[src/rtl/lsu_pkg.sv]
// lsu_pkg: shared definitions for the load/store unit.
//   - op encodings carried on req_op
//   - FSM state enum used by lsu_mem_ctrl
//   - op decode helpers: access size in bytes, signedness, legality
package lsu_pkg;

  localparam logic [2:0] OP_B  = 3'b000;
  localparam logic [2:0] OP_H  = 3'b001;
  localparam logic [2:0] OP_W  = 3'b010;
  localparam logic [2:0] OP_D  = 3'b011;
  localparam logic [2:0] OP_BU = 3'b100;
  localparam logic [2:0] OP_HU = 3'b101;
  localparam logic [2:0] OP_WU = 3'b110;

  typedef enum logic [2:0] {
    ST_IDLE  = 3'd0,
    ST_BEAT1 = 3'd1,
    ST_WAIT1 = 3'd2,
    ST_BEAT2 = 3'd3,
    ST_WAIT2 = 3'd4,
    ST_RESP  = 3'd5
  } lsu_state_e;

  // Access size in bytes; 0 marks the unused encoding.
  function automatic logic [3:0] op_size(input logic [2:0] op);
    case (op)
      OP_B, OP_BU: op_size = 4'd1;
      OP_H, OP_HU: op_size = 4'd2;
      OP_W, OP_WU: op_size = 4'd4;
      OP_D:        op_size = 4'd8;
      default:     op_size = 4'd0;
    endcase
  endfunction

  function automatic logic op_signed(input logic [2:0] op);
    case (op)
      OP_B, OP_H, OP_W, OP_D: op_signed = 1'b1;
      default:                op_signed = 1'b0;
    endcase
  endfunction

  // Doubleword ops only exist on a 64-bit datapath.
  function automatic logic op_legal(input logic [2:0] op, input logic is64);
    case (op)
      OP_D, OP_WU: op_legal = is64;
      3'b111:      op_legal = 1'b0;
      default:     op_legal = 1'b1;
    endcase
  endfunction

endpackage

[src/rtl/lsu_lane_align.sv]
// lsu_lane_align: combinational byte-lane steering for the load/store unit.
//   Write path: i_wdata/i_woff/i_wsize -> lane-positioned data and byte mask
//               for beat 1 (o_wdata1/o_mask1) and the spill beat (o_wdata2/o_mask2).
//   Read path : i_buf0/i_buf1 (beat 1/2 read data), i_roff, i_rsize, i_rsigned
//               -> o_rdata, extracted and sign/zero extended.
module lsu_lane_align #(
  parameter  int XLEN = 32,
  localparam int NB   = XLEN / 8,
  localparam int OW   = $clog2(NB)
) (
  input  logic [XLEN-1:0] i_wdata,
  input  logic [OW-1:0]   i_woff,
  input  logic [3:0]      i_wsize,
  output logic [XLEN-1:0] o_wdata1,
  output logic [XLEN-1:0] o_wdata2,
  output logic [NB-1:0]   o_mask1,
  output logic [NB-1:0]   o_mask2,
  input  logic [XLEN-1:0] i_buf0,
  input  logic [XLEN-1:0] i_buf1,
  input  logic [OW-1:0]   i_roff,
  input  logic [3:0]      i_rsize,
  input  logic            i_rsigned,
  output logic [XLEN-1:0] o_rdata
);

  logic [2*NB-1:0]   w_lowmask;
  logic [2*NB-1:0]   w_mask_full;
  logic [2*XLEN-1:0] w_data_full;
  logic [XLEN-1:0]   w_raw;
  logic              w_sign;
  logic              w_fill;

  // Write path: shift over a double-width window; the upper half is what
  // spills into the next aligned word.
  always_comb begin
    w_lowmask = '0;
    for (int k = 0; k < NB; k++) begin
      w_lowmask[k] = (4'(k) < i_wsize);
    end
    w_mask_full = w_lowmask << i_woff;
    w_data_full = {{XLEN{1'b0}}, i_wdata} << {i_woff, 3'b000};
    o_mask1     = w_mask_full[NB-1:0];
    o_mask2     = w_mask_full[2*NB-1:NB];
    o_wdata1    = w_data_full[XLEN-1:0];
    o_wdata2    = w_data_full[2*XLEN-1:XLEN];
  end

  // Read path: merge both beats, keep the low size bytes, fill the rest.
  always_comb begin
    w_raw  = XLEN'({i_buf1, i_buf0} >> {i_roff, 3'b000});
    w_sign = 1'b0;
    for (int k = 0; k < NB; k++) begin
      w_sign = (4'(k + 1) == i_rsize) ? w_raw[8*k+7] : w_sign;
    end
    w_fill  = i_rsigned & w_sign;
    o_rdata = '0;
    for (int k = 0; k < NB; k++) begin
      o_rdata[8*k +: 8] = (4'(k) < i_rsize) ? w_raw[8*k +: 8] : {8{w_fill}};
    end
  end

endmodule

[src/rtl/lsu_mem_ctrl.sv]
// lsu_mem_ctrl: sequential load/store unit between execute and data memory.
//   Request side : i_req_valid/o_req_ready, i_req_wen, i_req_op, i_req_addr, i_req_wdata
//   Response side: o_resp_valid/i_resp_ready, o_resp_rdata, o_resp_err
//   Memory side  : o_mem_req_valid/i_mem_req_ready, o_mem_req_wen/addr/wdata/wmask,
//                  i_mem_resp_valid, i_mem_resp_rdata
//   One transaction in flight; boundary-crossing accesses become two aligned beats.
module lsu_mem_ctrl
  import lsu_pkg::*;
#(
  parameter int XLEN           = 32,
  parameter int ADDR_W         = 32,
  parameter int ALLOW_MISALIGN = 1
) (
  input  logic                clk,
  input  logic                rst_n,
  input  logic                i_req_valid,
  output logic                o_req_ready,
  input  logic                i_req_wen,
  input  logic [2:0]          i_req_op,
  input  logic [ADDR_W-1:0]   i_req_addr,
  input  logic [XLEN-1:0]     i_req_wdata,
  output logic                o_resp_valid,
  input  logic                i_resp_ready,
  output logic [XLEN-1:0]     o_resp_rdata,
  output logic                o_resp_err,
  output logic                o_mem_req_valid,
  input  logic                i_mem_req_ready,
  output logic                o_mem_req_wen,
  output logic [ADDR_W-1:0]   o_mem_req_addr,
  output logic [XLEN-1:0]     o_mem_req_wdata,
  output logic [XLEN/8-1:0]   o_mem_req_wmask,
  input  logic                i_mem_resp_valid,
  input  logic [XLEN-1:0]     i_mem_resp_rdata
);

  localparam int NB = XLEN / 8;
  localparam int OW = $clog2(NB);

  lsu_state_e        r_state;
  logic              r_wen, r_signed, r_cross;
  logic [3:0]        r_size;
  logic [OW-1:0]     r_off;
  logic [ADDR_W-1:0] r_aligned;
  logic [XLEN-1:0]   r_wdata2, r_buf0, r_buf1;
  logic [NB-1:0]     r_mask2;
  logic              r_req_ready, r_resp_valid, r_resp_err;
  logic [XLEN-1:0]   r_resp_rdata;
  logic              r_mem_req_valid, r_mem_req_wen;
  logic [ADDR_W-1:0] r_mem_req_addr;
  logic [XLEN-1:0]   r_mem_req_wdata;
  logic [NB-1:0]     r_mem_req_wmask;

  logic [3:0]        w_size;
  logic [OW-1:0]     w_off;
  logic [4:0]        w_end;
  logic              w_cross, w_reject;
  logic [ADDR_W-1:0] w_aligned;
  logic [XLEN-1:0]   w_wdata1, w_wdata2, w_rbuf0, w_rbuf1, w_rdata, w_load_data;
  logic [NB-1:0]     w_mask1, w_mask2;

  assign w_size    = op_size(i_req_op);
  assign w_off     = i_req_addr[OW-1:0];
  assign w_end     = 5'(w_off) + 5'(w_size);
  assign w_cross   = (w_end > 5'(NB));
  assign w_reject  = !op_legal(i_req_op, XLEN == 64) || (w_cross && (ALLOW_MISALIGN == 0));
  assign w_aligned = {i_req_addr[ADDR_W-1:OW], {OW{1'b0}}};

  // The completing beat's data bypasses its buffer so resp_valid can rise
  // on the edge right after mem_resp_valid.
  always_comb begin
    w_rbuf0 = r_buf0;
    w_rbuf1 = r_buf1;
    case (r_state)
      ST_WAIT1: w_rbuf0 = i_mem_resp_rdata;
      ST_WAIT2: w_rbuf1 = i_mem_resp_rdata;
      default:  w_rbuf0 = r_buf0;
    endcase
  end

  // Write path sees the live request (beat 1 is launched on the accept edge);
  // read path sees registered access parameters.
  lsu_lane_align #(.XLEN(XLEN)) u_align (
    .i_wdata  (i_req_wdata),
    .i_woff   (w_off),
    .i_wsize  (w_size),
    .o_wdata1 (w_wdata1),
    .o_wdata2 (w_wdata2),
    .o_mask1  (w_mask1),
    .o_mask2  (w_mask2),
    .i_buf0   (w_rbuf0),
    .i_buf1   (w_rbuf1),
    .i_roff   (r_off),
    .i_rsize  (r_size),
    .i_rsigned(r_signed),
    .o_rdata  (w_rdata)
  );

  assign w_load_data = r_wen ? '0 : w_rdata;

  // Transaction FSM with registered handshake and memory-side outputs.
  always_ff @(posedge clk or negedge rst_n) begin
    if (!rst_n) begin
      r_state         <= ST_IDLE;
      r_wen           <= 1'b0;
      r_signed        <= 1'b0;
      r_cross         <= 1'b0;
      r_size          <= 4'd0;
      r_off           <= '0;
      r_aligned       <= '0;
      r_wdata2        <= '0;
      r_mask2         <= '0;
      r_buf0          <= '0;
      r_buf1          <= '0;
      r_req_ready     <= 1'b0;
      r_resp_valid    <= 1'b0;
      r_resp_err      <= 1'b0;
      r_resp_rdata    <= '0;
      r_mem_req_valid <= 1'b0;
      r_mem_req_wen   <= 1'b0;
      r_mem_req_addr  <= '0;
      r_mem_req_wdata <= '0;
      r_mem_req_wmask <= '0;
    end else begin
      case (r_state)
        ST_IDLE: begin
          if (i_req_valid && r_req_ready) begin
            r_req_ready <= 1'b0;
            r_wen       <= i_req_wen;
            r_signed    <= op_signed(i_req_op);
            r_size      <= w_size;
            r_off       <= w_off;
            r_cross     <= w_cross;
            r_aligned   <= w_aligned;
            r_wdata2    <= w_wdata2;
            r_mask2     <= w_mask2;
            if (w_reject) begin
              r_state      <= ST_RESP;
              r_resp_valid <= 1'b1;
              r_resp_err   <= 1'b1;
              r_resp_rdata <= '0;
            end else begin
              r_state         <= ST_BEAT1;
              r_mem_req_valid <= 1'b1;
              r_mem_req_wen   <= i_req_wen;
              r_mem_req_addr  <= w_aligned;
              r_mem_req_wdata <= w_wdata1;
              r_mem_req_wmask <= w_mask1;
            end
          end else begin
            r_req_ready <= 1'b1;
          end
        end
        ST_BEAT1: begin
          if (i_mem_req_ready) begin
            r_state         <= ST_WAIT1;
            r_mem_req_valid <= 1'b0;
          end
        end
        ST_WAIT1: begin
          if (i_mem_resp_valid) begin
            r_buf0 <= i_mem_resp_rdata;
            if (r_cross) begin
              r_state         <= ST_BEAT2;
              r_mem_req_valid <= 1'b1;
              r_mem_req_addr  <= r_aligned + ADDR_W'(NB);
              r_mem_req_wdata <= r_wdata2;
              r_mem_req_wmask <= r_mask2;
            end else begin
              r_state      <= ST_RESP;
              r_resp_valid <= 1'b1;
              r_resp_err   <= 1'b0;
              r_resp_rdata <= w_load_data;
            end
          end
        end
        ST_BEAT2: begin
          if (i_mem_req_ready) begin
            r_state         <= ST_WAIT2;
            r_mem_req_valid <= 1'b0;
          end
        end
        ST_WAIT2: begin
          if (i_mem_resp_valid) begin
            r_buf1       <= i_mem_resp_rdata;
            r_state      <= ST_RESP;
            r_resp_valid <= 1'b1;
            r_resp_err   <= 1'b0;
            r_resp_rdata <= w_load_data;
          end
        end
        ST_RESP: begin
          if (i_resp_ready) begin
            r_state      <= ST_IDLE;
            r_resp_valid <= 1'b0;
            r_resp_err   <= 1'b0;
            r_resp_rdata <= '0;
            r_req_ready  <= 1'b1;
          end
        end
        default: begin
          r_state <= ST_IDLE;
        end
      endcase
    end
  end

  assign o_req_ready     = r_req_ready;
  assign o_resp_valid    = r_resp_valid;
  assign o_resp_err      = r_resp_err;
  assign o_resp_rdata    = r_resp_rdata;
  assign o_mem_req_valid = r_mem_req_valid;
  assign o_mem_req_wen   = r_mem_req_wen;
  assign o_mem_req_addr  = r_mem_req_addr;
  assign o_mem_req_wdata = r_mem_req_wdata;
  assign o_mem_req_wmask = r_mem_req_wmask;

endmodule

[config.mk]
export PLATFORM = sky130hd
export DESIGN_NAME = lsu_mem_ctrl
export DESIGN_NICKNAME = d
export VERILOG_FILES = /design/src/rtl/lsu_pkg.sv /design/src/rtl/lsu_lane_align.sv /design/src/rtl/lsu_mem_ctrl.sv
export SDC_FILE = /design/constraint.sdc
export NUM_CORES = 1
export LEC_CHECK = 0
export CAP_MARGIN = 20
export CORE_MARGIN = 2
export CORE_UTILIZATION = 60
export CTS_BUF_LIST = sky130_fd_sc_hd__clkbuf_8
export DETAILED_ROUTE_END_ITERATION = 7
export GPL_TIMING_DRIVEN = 0
export PLACE_DENSITY_LB_ADDON = 0.25
export SLEW_MARGIN = 20
export SYNTH_ARGS = -nofsm -noshare
export SYNTH_HDL_FRONTEND = slang
export SYNTH_SLANG_ARGS = --single-unit
export TNS_END_PERCENT = 1
[constraint.sdc]
create_clock -name clk -period 3.68 [get_ports clk]
set_clock_uncertainty 0.2 [all_clocks]
set_input_delay 0.368 -clock clk [delete_from_list [all_inputs] [get_ports clk]]
set_output_delay 0.368 -clock clk [all_outputs]
set_load 0.02 [all_outputs]
Word level (Yosys, flattened, before mapping)
Index checks and enable logic that the tools add are counted.
{"block": "op_classes", "addsub": 2, "order_cmp": 9, "n_eq_ne": 27, "n_shift": 3, "mux": 64, "n_bitwise": 2, "reduce_logical": 22}
{"operator": "two-way mux 32 bit", "count": 17}
{"operator": "one-hot mux 32 bit (2 select lines)", "count": 2}
{"operator": "one-hot mux 32 bit (4 select lines)", "count": 1}
{"operator": "<< shifter 32 x 5 -> 64 bit", "count": 1}
{"operator": ">> shifter 64 x 5 -> 32 bit", "count": 1}
{"operator": "adder 32 x 3 -> 32 bit, second input constant", "count": 1}
{"operator": "two-way mux 8 bit", "count": 4}
{"operator": "two-way mux 3 bit", "count": 8}
{"operator": "two-way mux 1 bit", "count": 21}
{"operator": "!= test 2 bit, second input constant", "count": 10}
{"operator": "== test 3 bit, second input constant", "count": 6}
{"operator": "one-hot mux 3 bit (6 select lines)", "count": 1}
{"operator": "less-than comparator 1 x 4 -> 1 bit, first input constant", "count": 4}
{"operator": "less-than comparator 2 x 4 -> 1 bit, first input constant", "count": 4}
{"operator": "two-way mux 4 bit", "count": 4}
{"operator": "one-hot mux 4 bit (4 select lines)", "count": 1}
{"operator": "== test 3 x 2 -> 1 bit, second input constant", "count": 4}
{"operator": "AND reduction 6 bit", "count": 2}
{"operator": "== test 2 x 4 -> 1 bit, first input constant", "count": 2}
{"operator": "one-hot mux 1 bit (4 select lines)", "count": 2}
{"operator": "one-hot mux 4 bit (2 select lines)", "count": 1}
{"operator": "AND reduction 2 bit", "count": 4}
{"operator": "OR reduction 2 bit", "count": 4}
{"operator": "<< shifter 4 x 2 -> 8 bit", "count": 1}
{"operator": "other kinds (20)", "count": 23}
{"block": "totals", "regBits": 247, "inputBits": 106}

Logic depth before layout (Yosys ltp)
{"block": "depth", "depth_word": 13, "ltp_mapped": 10}

Modules after synthesis
Synthesis repeated with hierarchy kept, for this count alone.
{"block": "unflattened", "hier_cells": 1565, "area_unflattened_um2": 13591.8}
{"mod": "lsu_mem_ctrl", "instances": 1, "cells_each": 1242, "area_per_inst_um2": 11384.7, "seq_area_each_um2": 6130.9}
{"mod": "lsu_lane_align", "instances": 1, "cells_each": 323, "area_per_inst_um2": 2207.1, "seq_area_each_um2": 0.0}

Least setup slack after synthesis
Ideal clock, no wire load.
{"block": "synth_timing", "path_kind": "register to register", "from": "register r_state[0]", "to": "register r_resp_rdata[14], in the netlist o_resp_rdata[14]", "setup_time_ns": 0.135, "arrival_time_ns": 2.113, "required_time_ns": 3.345, "slack_ns": 1.232, "path_stages_with_launch": 9, "n_path_buf": 3, "cell_sequence": "dfrtp_1 > buf_6 > or3b_1 > buf_2 > a221oi_4 > nor4_1 > o41ai_4 > buf_6 > o211ai_1"}
{"block": "synth_between", "elab_chain_cells": 13, "elab_cells_between_ends": 26, "cone_classes": "eq/ne (9); shift (1); mux (12); bitwise (1); reduce/logical (3)"}
{"element": "from (decl)", "line": "lsu_mem_ctrl.sv:39", "rtl": "lsu_state_e r_state;"}
{"element": "from (signal assigned)", "line": "lsu_mem_ctrl.sv:103", "rtl": "r_state <= ST_IDLE;"}
{"element": "from (signal assigned)", "line": "lsu_mem_ctrl.sv:137", "rtl": "r_state <= ST_RESP;"}
{"element": "from (signal assigned)", "line": "lsu_mem_ctrl.sv:142", "rtl": "r_state <= ST_BEAT1;"}
{"element": "== test 3 x 2 -> 1 bit or == test 3 bit (tied branches)", "line": "lsu_mem_ctrl.sv:73, lsu_mem_ctrl.sv:124"}
{"element": "two-way mux 32 bit", "line": "lsu_mem_ctrl.sv:73", "rtl": "case (r_state)"}
{"element": ">> shifter 64 x 5 -> 32 bit", "line": "lsu_lane_align.sv:50", "rtl": "w_raw = XLEN'({i_buf1, i_buf0} >> {i_roff, 3'b000});"}
{"element": "two-way mux 1 bit (4 in series)", "line": "lsu_lane_align.sv:53", "rtl": "w_sign = (4'(k + 1) == i_rsize) ? w_raw[8*k+7] : w_sign;"}
{"element": "AND 1 bit", "line": "lsu_lane_align.sv:55", "rtl": "w_fill = i_rsigned & w_sign;"}
{"element": "two-way mux 8 bit", "line": "lsu_lane_align.sv:58", "rtl": "o_rdata[8*k +: 8] = (4'(k) < i_rsize) ? w_raw[8*k +: 8] : {8{w_fill}};"}
{"element": "two-way mux 32 bit", "line": "lsu_mem_ctrl.sv:98", "rtl": "assign w_load_data = r_wen ? '0 : w_rdata;"}
{"element": "two-way mux 32 bit", "line": "lsu_mem_ctrl.sv:162", "rtl": "if (r_cross) begin"}
{"element": "two-way mux 32 bit", "line": "lsu_mem_ctrl.sv:160", "rtl": "if (i_mem_resp_valid) begin"}
{"element": "one-hot mux 32 bit (4 select lines)", "line": "lsu_mem_ctrl.sv:124", "rtl": "case (r_state)"}
{"element": "to (signal assigned)", "line": "lsu_mem_ctrl.sv:172", "rtl": "r_resp_rdata <= w_load_data;"}
{"element": "to (signal assigned)", "line": "lsu_mem_ctrl.sv:188", "rtl": "r_resp_rdata <= w_load_data;"}
{"element": "to (decl)", "line": "lsu_mem_ctrl.sv:47", "rtl": "logic [XLEN-1:0] r_resp_rdata;"}
Parallel ways exist; a longest one is shown, timed or not. The select of a mux whose other input is x is not followed.
A chain may end at the register's enable or synchronous reset.

Worst setup path in the final report
{"block": "layout_timing", "from": "register r_state[2]", "to": "register r_mem_req_wdata[17], in the netlist o_mem_req_wdata[17]"}
{"block": "layout_between", "elab_chain_cells": 3, "elab_cells_between_ends": 9, "cone_classes": "eq/ne (5); mux (1); reduce/logical (3)"}
{"element": "== test 3 x 2 -> 1 bit or zero test 3 bit (tied branches)", "line": "lsu_mem_ctrl.sv:124"}
{"element": "!= test 2 bit (no line) or nonzero test 2 bit (tied branches)"}
{"element": "AND reduction 5 bit (no line)"}
{"element": "to (signal assigned)", "line": "lsu_mem_ctrl.sv:146", "rtl": "r_mem_req_wdata <= w_wdata1;"}
{"element": "to (signal assigned)", "line": "lsu_mem_ctrl.sv:166", "rtl": "r_mem_req_wdata <= r_wdata2;"}
{"element": "to (decl)", "line": "lsu_mem_ctrl.sv:50", "rtl": "logic [XLEN-1:0] r_mem_req_wdata;"}
Parallel ways exist; a longest one is shown, timed or not.

==> impl_metrics.py <==
metrics = {
    "final_layout": {
        "area_growth_pct": 26.62,
        "diodes": 0,
        "layout_commonest_cell": "nand2_1",
        "drive_gt1_frac": 0.1148,
        "finish.utilization": 0.7706,
        "final_cells": 1820,
        "layout.nets": 1635,
        "final_cell_mix": "303 x nand2_1, 228 x dfrtp_1, 205 x clkdlybuf4s50_1",
    },
    "worst_setup_path": {
        "required_ns": 3.87,
        "crit_chain": "buf_2 > or3b_1 > buf_2 > buf_2 > clkbuf_1 > clkbuf_1 > o211ai_1 > o21ai_0 > o21ai_0",
        "cp.arrival_ns": 3.37,
        "cp_max_fo": 10,
        "path_class": "flip-flop to flip-flop",
        "slowest_stage": "clkbuf_1",
        "max_stage_delay_ns": 0.54,
        "cpMostUsedCell": "buf_2",
        "crit_buf_inv": 5,
        "worstSetupEndpointType": "flip-flop",
        "cp-start-kind": "flip-flop",
        "crit_family": "buffers and inverters",
    },
    "clocking": {
        "insertion_delay_ns": 0.54,
        "tritoncts": "built",
        "cts_max_path_buffers": 3,
        "clock_sinks": 228,
        "cts_root_buf": "clkbuf_8",
        "cts_resized": 0,
        "path_clk_slew_ns": 0.06,
        "numCtsBuffers": 39,
        "htree_num_levels": 2,
    },
    "sta": {
        "max_slew_margin": 0.2412,
        "tightest_slew_ns": 1.129,
        "fmaxAchievable_ghz": 0.3141,
        "hold_viol_final": 0,
        "min_period_ns": 3.183,
        "post-route-period-util": 0.8651,
        "setup_tns_ns": 0,
        "rsz0062_at_grt": "no",
        "finalSetupViolations": 0,
        "finalMaxSlewViolations": 0,
    },
    "yosys": {
        "yosys_warnings": 0,
        "synth-edff-count": 0,
        "seq_area_frac_synth": 0.4663,
        "syn_area_per_cell_um2": 9.612,
        "synth-main-ff-cell": "dfrtp_1",
        "ys_async_sr_fraction": 1.000,
        "synth-seq-cells": 228,
        "ys_types": 61,
        "synthCells": 1273,
        "netlist_area_um2": 12240,
    },
    "grt": {
        "antenna_found_initial": 2,
        "grt_pass1_wl_mm": 60.20,
        "grt_overflow": 0,
        "grt_max_degree": 96,
        "globalRouteTotalUtil": 0.3527,
        "grt_pass1_vias": 11414,
    },
    "power_and_ir_drop": {
        "power_density_nw_per_um2": 838.9,
        "p_leak_nw": 6.739,
        "total_power_mw": 13.00,
        "irDropWorstVdd_mv": 0.5096,
    },
    "floorplan": {
        "rows": 52,
        "initial_utilization": 0.6086,
        "io_pins": 211,
        "fp.dieW_um": 146.8,
        "die_area_um2": 21550,
        "die-height_um": 146.8,
        "core_um2": 20100,
    },
    "placed_design": {
        "placedCellCount": 1752,
        "gp_congestion": 0.9407,
        "dpl.hpwl_mm": 27.61,
        "io_buffers": 206,
    },
    "route": {
        "drc": 0,
        "drt_pre_antenna_iters": 6,
        "viasPerCell": 6.235,
        "vias": 11348,
        "wl_per_cell_um": 20.82,
        "drtIter0Drc": 1054,
        "drt-total-wl_mm": 37.90,
        "antenna_left": 0,
    },
    "min_path": {
        "hold_path_class": "primary input to flip-flop",
    },
    "run_status": {
        "outcome": "completed",
    },
    "run": {
        "drv_cap": 0,
    },
}
kinds of logic (layout without fill, tap and decap cells):
| kind of cell | after synthesis | after routing | synth area share |
|---|---|---|---|
| and+or+nand+nor | 498 | 498 | 0.1741 |
| xor gates and xnor gates | 19 | 19 | 0.01360 |
| buffers and inverters | 116 | 392 | 0.03916 |
| adders and majority gates | 4 | 4 | 0.004704 |
| muxes | 180 | 180 | 0.1693 |
| DFF | 228 | 228 | 0.4663 |
| AOI/OAI and AO/OA | 227 | 227 | 0.1324 |
| other | 1 | 2 | 0.0003065 |
metrics by stage:
stage / cell area, um2 / worst slack (ns) / hold WS (ns)
5_1_grt: 15490 / 0.3182 / 0.1143
6_report: 15490 / 0.4965 / 0.07834
4_1_cts: 15490 / 0.5767 / 0.06191
2_1_floorplan: 12240 / 1.232 / -0.1276
3_5_place_dp: 14700 / 0.5293 / 0.1968
3_3_place_gp: 14640 / -7.502 / 0.2438
worst min-delay path, stage by stage:
cell and delay (ns):
clkbuf_1 0.21, nand2_1 0.12, o31ai_1 0.07
flip-flops by register name, indices dropped and copies added (netlist names):
signal	count
o_resp_valid	1
o_mem_req_wmask	4
o_resp_err	1
o_mem_req_addr	30
r_wdata2	24
r_state	3
r_off	2
r_buf1	24
r_cross	1
r_wen	1
r_buf0	32
r_mask2	3
o_mem_req_wdata	32
r_signed	1
o_mem_req_valid	1
r_size	4
o_req_ready	1
o_resp_rdata	32
r_aligned	30
o_mem_req_wen	1
metal layers:
layer	GRT usage	up-vias	wire (um)
met5	0	-	7
met4	0.1621	2	1529
met3	0.06925	130	3449
met2	0.5772	675	18060
met1	0.4578	5507	14860
li1	-	5034	-
timing repair:
item / 4_1_cts / 5_1_grt
endpoints found under the hold margin: 80 / 0
hold buffers: 1 / 0
buffers inserted: 0 / 0
where the power goes:
group          internal, mW  total (mW)  switching [mW]
registers              3.63        4.42           0.792
logic                  2.68        6.26            3.58
clock network          1.28        2.31            1.03
cell type report:
cell class | count | area (um2)
Tap cell | 270 | 337.8
Inverter | 15 | 56.30
Buffer | 101 | 422.9
Multi-Input combinational cell | 930 | 6055
Clock buffer | 50 | 688.2
Timing Repair Buffer | 210 | 2137
Sequential cell | 228 | 5705
Fill cell | 1381 | 4612
Clock inverter | 16 | 90.09
final timing paths:
check	endpoint	from	depth (start not counted)	slack, ns
worst max-delay path	o_mem_req_wdata[17]	r_state[2]	9	0.50
worst max register to register	o_mem_req_wdata[17]	r_state[2]	9	0.50
max in group asynchronous	o_mem_req_addr[29]	rst_n	4	1.86
min in group asynchronous	r_buf0[31]	rst_n	2	0.21
worst min-delay path	r_size[3]	i_req_op[0]	3	0.08
worst min register to register	r_wdata2[20]	r_wdata2[20]	2	0.26
synth_stat cells (13+ instances only):
library cell  count  area share
a21oi_1          20      0.0082
a221oi_1         18       0.013
a22oi_1          14      0.0086
buf_2            17      0.0070
clkbuf_1         69       0.021
dfrtp_1         228        0.47
inv_1            15      0.0046
mux2_2           76       0.070
mux2i_1          90       0.074
mux4_2           14       0.026
nand2_1         303       0.093
nand3_1          32       0.013
nor2_1           69       0.021
nor3_1           35       0.014
nor4_1           13      0.0066
o211ai_1         35       0.021
o21ai_0          63       0.026
o221ai_1         14       0.010
o31ai_1          17       0.010
Power figures use the tool's default switching activity.
